<file path="src/rtl/button_event_decoder_if.sv">
// rtl/button_event_decoder_if.sv - button level input and decoded event outputs
interface button_event_decoder_if;
  logic btn_level;
  logic press_pulse;
  logic release_pulse;
  logic short_press;
  logic long_press;
  logic double_click;
  logic busy;

  // Drives the button level and observes the events.
  modport master (
    output btn_level,
    input  press_pulse,
    input  release_pulse,
    input  short_press,
    input  long_press,
    input  double_click,
    input  busy
  );

  // The decoder itself.
  modport slave (
    input  btn_level,
    output press_pulse,
    output release_pulse,
    output short_press,
    output long_press,
    output double_click,
    output busy
  );
endinterface

</file>
<file path="src/rtl/button_event_decoder.sv">
// rtl/button_event_decoder.sv - press/release/short/long/double-click decoder (optional macro BUTTON_DOUBLE_CLICK_EN)
module button_event_decoder #(
  parameter int LONG_PRESS_CYCLES = 1000,
  parameter int DBL_GAP_CYCLES    = 250,
  parameter int CNT_BITS          = 20
) (
  input logic                   clk,
  input logic                   reset,
  button_event_decoder_if.slave bus
);

  localparam logic [CNT_BITS-1:0] LONG_LAST = CNT_BITS'(LONG_PRESS_CYCLES - 1);
`ifdef BUTTON_DOUBLE_CLICK_EN
  localparam logic [CNT_BITS-1:0] GAP_LAST  = CNT_BITS'(DBL_GAP_CYCLES - 1);
`endif

  typedef enum logic [1:0] {
    ST_IDLE,
    ST_PRESSED,
    ST_HOLD
`ifdef BUTTON_DOUBLE_CLICK_EN
    , ST_WAIT_SECOND
`endif
  } state_t;

  state_t              state_q, state_d;
  logic [CNT_BITS-1:0] cnt_q, cnt_d;
  logic                btn_prev_q;
  logic                press_q, press_d;
  logic                release_q, release_d;
  logic                short_q, short_d;
  logic                long_q, long_d;
  logic                busy_q, busy_d;
`ifdef BUTTON_DOUBLE_CLICK_EN
  logic                dbl_q, dbl_d;
`endif

  logic rise;
  logic fall;

  assign rise = bus.btn_level & ~btn_prev_q;
  assign fall = ~bus.btn_level & btn_prev_q;

  // Next-state, counter and event decode; the counter only advances while
  // below the active threshold, so it can never wrap.
  always_comb begin
    state_d   = state_q;
    cnt_d     = cnt_q;
    press_d   = 1'b0;
    release_d = 1'b0;
    short_d   = 1'b0;
    long_d    = 1'b0;
`ifdef BUTTON_DOUBLE_CLICK_EN
    dbl_d     = 1'b0;
`endif
    unique case (state_q)
      ST_IDLE: begin
        if (rise) begin
          press_d = 1'b1;
          cnt_d   = '0;
          state_d = ST_PRESSED;
        end else if (fall) begin
          // Release of a button that was already held when reset ended.
          release_d = 1'b1;
        end
      end
      ST_PRESSED: begin
        // Checking fall first makes a release win over the long threshold.
        if (fall) begin
          release_d = 1'b1;
`ifdef BUTTON_DOUBLE_CLICK_EN
          cnt_d   = '0;
          state_d = ST_WAIT_SECOND;
`else
          short_d = 1'b1;
          state_d = ST_IDLE;
`endif
        end else if (bus.btn_level) begin
          if (cnt_q == LONG_LAST) begin
            long_d  = 1'b1;
            state_d = ST_HOLD;
          end else begin
            cnt_d = cnt_q + 1'b1;
          end
        end
      end
      ST_HOLD: begin
        if (fall) begin
          release_d = 1'b1;
          state_d   = ST_IDLE;
        end
      end
`ifdef BUTTON_DOUBLE_CLICK_EN
      ST_WAIT_SECOND: begin
        // A second press on the expiry edge still counts as a double click.
        if (rise) begin
          press_d = 1'b1;
          dbl_d   = 1'b1;
          state_d = ST_HOLD;
        end else if (!bus.btn_level) begin
          if (cnt_q == GAP_LAST) begin
            short_d = 1'b1;
            state_d = ST_IDLE;
          end else begin
            cnt_d = cnt_q + 1'b1;
          end
        end
      end
`endif
      default: state_d = ST_IDLE;
    endcase
    busy_d = (state_d != ST_IDLE);
  end

  // State, counter and registered outputs; btn_prev tracks the level even in
  // reset so a button held across reset release is not seen as a new press.
  always_ff @(posedge clk) begin
    btn_prev_q <= bus.btn_level;
    if (reset) begin
      state_q   <= ST_IDLE;
      cnt_q     <= '0;
      press_q   <= 1'b0;
      release_q <= 1'b0;
      short_q   <= 1'b0;
      long_q    <= 1'b0;
      busy_q    <= 1'b0;
`ifdef BUTTON_DOUBLE_CLICK_EN
      dbl_q     <= 1'b0;
`endif
    end else begin
      state_q   <= state_d;
      cnt_q     <= cnt_d;
      press_q   <= press_d;
      release_q <= release_d;
      short_q   <= short_d;
      long_q    <= long_d;
      busy_q    <= busy_d;
`ifdef BUTTON_DOUBLE_CLICK_EN
      dbl_q     <= dbl_d;
`endif
    end
  end

  assign bus.press_pulse   = press_q;
  assign bus.release_pulse = release_q;
  assign bus.short_press   = short_q;
  assign bus.long_press    = long_q;
  assign bus.busy          = busy_q;
`ifdef BUTTON_DOUBLE_CLICK_EN
  assign bus.double_click  = dbl_q;
`else
  assign bus.double_click  = 1'b0;
`endif

endmodule

</file>
<file path="src/flat_wrapper.sv">
// flat-port wrapper written by rule: the top's interface ports become plain ports
module button_event_decoder_flat 
#(
  parameter int LONG_PRESS_CYCLES = 1000,
  parameter int DBL_GAP_CYCLES    = 250,
  parameter int CNT_BITS          = 20
)
  (clk, reset, bus_btn_level, bus_press_pulse, bus_release_pulse, bus_short_press, bus_long_press, bus_double_click, bus_busy);
  button_event_decoder_if bus_i ();
  input logic clk;
  input logic reset;
  input wire logic [$bits(bus_i.btn_level)-1:0] bus_btn_level;
  output wire logic [$bits(bus_i.press_pulse)-1:0] bus_press_pulse;
  output wire logic [$bits(bus_i.release_pulse)-1:0] bus_release_pulse;
  output wire logic [$bits(bus_i.short_press)-1:0] bus_short_press;
  output wire logic [$bits(bus_i.long_press)-1:0] bus_long_press;
  output wire logic [$bits(bus_i.double_click)-1:0] bus_double_click;
  output wire logic [$bits(bus_i.busy)-1:0] bus_busy;
  assign bus_i.btn_level = bus_btn_level;
  assign bus_press_pulse = bus_i.press_pulse;
  assign bus_release_pulse = bus_i.release_pulse;
  assign bus_short_press = bus_i.short_press;
  assign bus_long_press = bus_i.long_press;
  assign bus_double_click = bus_i.double_click;
  assign bus_busy = bus_i.busy;
  button_event_decoder #(.LONG_PRESS_CYCLES(LONG_PRESS_CYCLES), .DBL_GAP_CYCLES(DBL_GAP_CYCLES), .CNT_BITS(CNT_BITS)) u_core (.clk(clk), .reset(reset), .bus(bus_i));
endmodule
</file>
<file path="config.mk">
export PLATFORM = sky130hd
export DESIGN_NAME = button_event_decoder_flat
export DESIGN_NICKNAME = d
export VERILOG_FILES = /design/src/rtl/button_event_decoder_if.sv /design/src/rtl/button_event_decoder.sv /design/src/flat_wrapper.sv
export SDC_FILE = /design/constraint.sdc
export NUM_CORES = 1
export LEC_CHECK = 0
export BUFFER_PORTS_ARGS = -buffer_cell sky130_fd_sc_hd__buf_2
export CAP_MARGIN = 20
export CORE_MARGIN = 2
export CORE_UTILIZATION = 45
export DETAILED_ROUTE_END_ITERATION = 6
export GPL_TIMING_DRIVEN = 0
export PLACE_DENSITY = 0.64
export RECOVER_POWER = 25
export REMOVE_ABC_BUFFERS = 1
export SYNTH_ARGS = -nofsm -noshare
export SYNTH_HDL_FRONTEND = slang
export SYNTH_SLANG_ARGS = --single-unit
export TNS_END_PERCENT = 5
</file>
<file path="constraint.sdc">
create_clock -name clk -period 2.3 [get_ports clk]
set_input_delay 0.69 -clock clk [delete_from_list [all_inputs] [get_ports clk]]
set_output_delay 0.69 -clock clk [all_outputs]
set_load 0.02 [all_outputs]
</file>
==> run_results.csv <==
group,metric,value,unit
power,power_density,552,nW/um^2
place,placed_cell_area,1550,sq um
sta,rsz0062_at_grt,"no",
die,initial_utilization,0.462,
synthesis,synth_warnings,0,
critical_path,crit_start,"u_core.state_q[0]",
sta,worst_slack,223,ps
critical_path,reg2reg_slack,220,ps
power,p_int,0.687,mW
clocking,clkSinkCount,28,
synthesis,ys_seq_area_frac,0.369,
synthesis,yosysTopAreaCell,"dfxtp_1",
place,dpl_worst_slack,-121,ps
sta,fmax,482,MHz
min_path,min_from,"u_core.cnt_q[0]",
global_route,grt_max_degree,17,
power,p_leak,0.546,nW
synthesis,synth_edf_count,0,
sta,drv_slew,0,
critical_path,path_cells,"ha_1, and2b_1, o21ai_4, o21ai_2, nor2_1",
critical_path,worstSetupEndpointType,"flop",
synthesis,yosys-top-cells-count,"dfxtp_1 (28), nor2_1 (20), nand2_1 (10), xnor2_1 (10)",
routing,drc,0,
power,clockPowerShare,0.364,
synthesis,synth.avg_cell_area,8.98,sq um
power,p_sw,0.203,mW
power,peakVddDrop,253,uV
global_route,grt_usage,0.182,
die,core,3280,sq um
synthesis,yosysMostFrequentCell,"dfxtp_1",
place,hpwl,2120,microns
place,globalplace.congestion,0.825,
die,die_h,62.1,microns
synthesis,synth_flop_cell,"dfxtp_1",
critical_path,timing.rr.start,"u_core.state_q[0]",
clocking,h-tree-depth,1,
routing,routed_wirelength,2990,microns
sta,worst_slew_pin_slew,571,ps
cells_and_area,final_cell_area,1610,sq um
critical_path,critPathMaxStageDelay,520,ps
die,fp-row-count,21,
cells_and_area,num-nets-final,181,
power,comb_power_share,0.079,
critical_path,cp.required,2510,ps
synthesis,synthDistinctLibCells,47,
sta,setup_viol,0,
critical_path,critPathArrivalTime,2290,ps
global_route,antenna_found_initial,0,
clocking,cts_root_buf,"clkbuf_4",
clocking,cts_tree,"built",
die,dieWidth,62.1,microns
critical_path,slowest_stage,"o21ai_2",
sta,min_period,2080,ps
critical_path,reg2reg_depth,5,
clocking,cts_buffer_depth,2,
cells_and_area,area_growth,6.18,%
synthesis,synth_top_area_frac,0.369,
routing,vias_per_cell,5.68,
clocking,clkTransAtPathRegs,150,ps
min_path,min_path_type,"flop to flop",
synthesis,synth_cells,169,
cells_and_area,antennaDiodeCount,0,
cells_and_area,drive_above_1_share,0.105,
power,finalPower,0.890,mW
critical_path,critPathTopFamily,"compound AO/OA/AOI/OAI gates",
routing,drtAntennaViolNets,0,
critical_path,r2r_end,"u_core.cnt_q[13]",
critical_path,start_kind,"flop",
status,status,"finished clean",
sta,max_slew_margin,0.619,
clocking,clock_latency,340,ps
die,ios,9,
clocking,hold_buffers,0,
place,port_buffers,7,
critical_path,cp.depth,5,
die,design.die.area,3850,sq um
global_route,gr-total-overflow,0,
global_route,grt_pass1_vias,1144,
cells_and_area,utilization,0.491,
critical_path,worstSetupEndpoint,"u_core.cnt_q[13]",
sta,fin_skew,12.0,ps
routing,detail_route.wl_per_cell,13.7,microns
synthesis,syn-cell-area,1520,sq um
power,power_frac_seq,0.557,
critical_path,crit_buf_inv,0,
sta,finalCritPeriodShare,0.903,
routing,dr.pass1.iters,4,
global_route,grt_pass1_wl,5150,microns
routing,vias,1239,
synthesis,synth_async_sr_flop_share,0,
sta,finalHoldViolations,0,
synthesis,synth_area_leaders,"dfxtp_1 (37%), xnor2_1 (5.8%), nor2_1 (4.9%)",
run,maxCapViolCount,0,
critical_path,crit_fanout,15,
critical_path,critical_path_class,"flop to flop",
cells_and_area,nFillCells,317,
routing,drt_iter0_drc,59,
clocking,cts_setup_buffers,0,
power,switching_share,0.228,
synthesis,synth-seq-cells,28,
clocking,cts_buffers,3,
[area by class of cell]
class / count / area [sq um] / area share
multi-input cells: 125 / 882 / 0.547
flip-flops and latches: 28 / 561 / 0.348
well taps: 46 / 57.6 / 0.0357
clock inverters: 1 / 30.0 / 0.0186
inverters: 8 / 30.0 / 0.0186
repair buffers: 7 / 28.8 / 0.0179
clock buffers: 3 / 22.5 / 0.0140
[flip-flops by register name (all words and copies together) (netlist names)]
signal / flops
u_core.cnt_q: 20
u_core.state_q: 2
u_core.btn_prev_q: 1
u_core.bus.busy: 1
u_core.bus.long_press: 1
u_core.bus.press_pulse: 1
u_core.bus.release_pulse: 1
u_core.bus.short_press: 1
[through the flow]
step                hold WS (ps)  cells  setup TNS (ps)
global route                 542    218               0
CTS                          501    218               0
floorplan                    447    161               0
global placement             469    214           -5880
detailed placement           479    214           -1220
finish                       498    218               0
[cells in the final DEF, fill, tap and decap left out, types with 7 or more instances in the layout]
master and instances:
dfxtp_1 28, nor2_1 20, xnor2_1 10, nand2_1 10, inv_1 8, nor3_1 8
a21oi_1 7, nor4_1 7
[layer usage]
layer	routed length [microns]	GRT usage	vias to the layer above
li1	-	-	618
met1	1490	0.245	593
met2	1360	0.289	24
met3	102	0.0373	4
met4	31	0.0608	0
met5	0	0	-
[power groups by stage]
stage	logic, mW	clock network (mW)	registers (mW)
6_report	0.0706	0.324	0.496
5_1_grt	0.0793	0.354	0.497
4_1_cts	0.0724	0.339	0.496
3_5_place_dp	0.0692	0	0.506
3_3_place_gp	0.0674	0	0.506
2_1_floorplan	0.0421	0	0.510
[timing repair]
action | CTS | global route
endpoints found under the hold margin | 0 | 0
gates resized for setup | 2 | 0
endpoints found under the setup margin | 13 | 0
[logic make-up (layout without fill, tap and decap cells)]
kind of cell | Yosys count | count (layout) | share of synthesized area
buffers and inverters | 16 | 19 | 0.0569
AO/OA/AOI/OAI | 27 | 27 | 0.130
XOR/XNOR | 11 | 11 | 0.0635
flip-flops | 28 | 28 | 0.369
adder cells (fa/ha/maj) | 5 | 5 | 0.0412
other | 1 | 1 | 0.00247
AND/OR/NAND/NOR | 81 | 81 | 0.336
[how the worst min path moves through the flow]
stage                      end  slack [ps]  cells after the start
2_1_floorplan  u_core.cnt_q[0]         450                      2
3_3_place_gp   u_core.cnt_q[0]         470                      2
3_5_place_dp   u_core.cnt_q[0]         480                      2
4_1_cts        u_core.cnt_q[0]         500                      2
5_1_grt        u_core.cnt_q[0]         540                      2
6_report       u_core.cnt_q[0]         500                      2
[worst reg2reg max path, stage by stage, from the launching register on]
cell,delay [ps]
dfxtp_1,430
ha_1,440
and2b_1,290
o21ai_4,160
o21ai_2,520
nor2_1,110
Power figures use the tool's default switching activity.
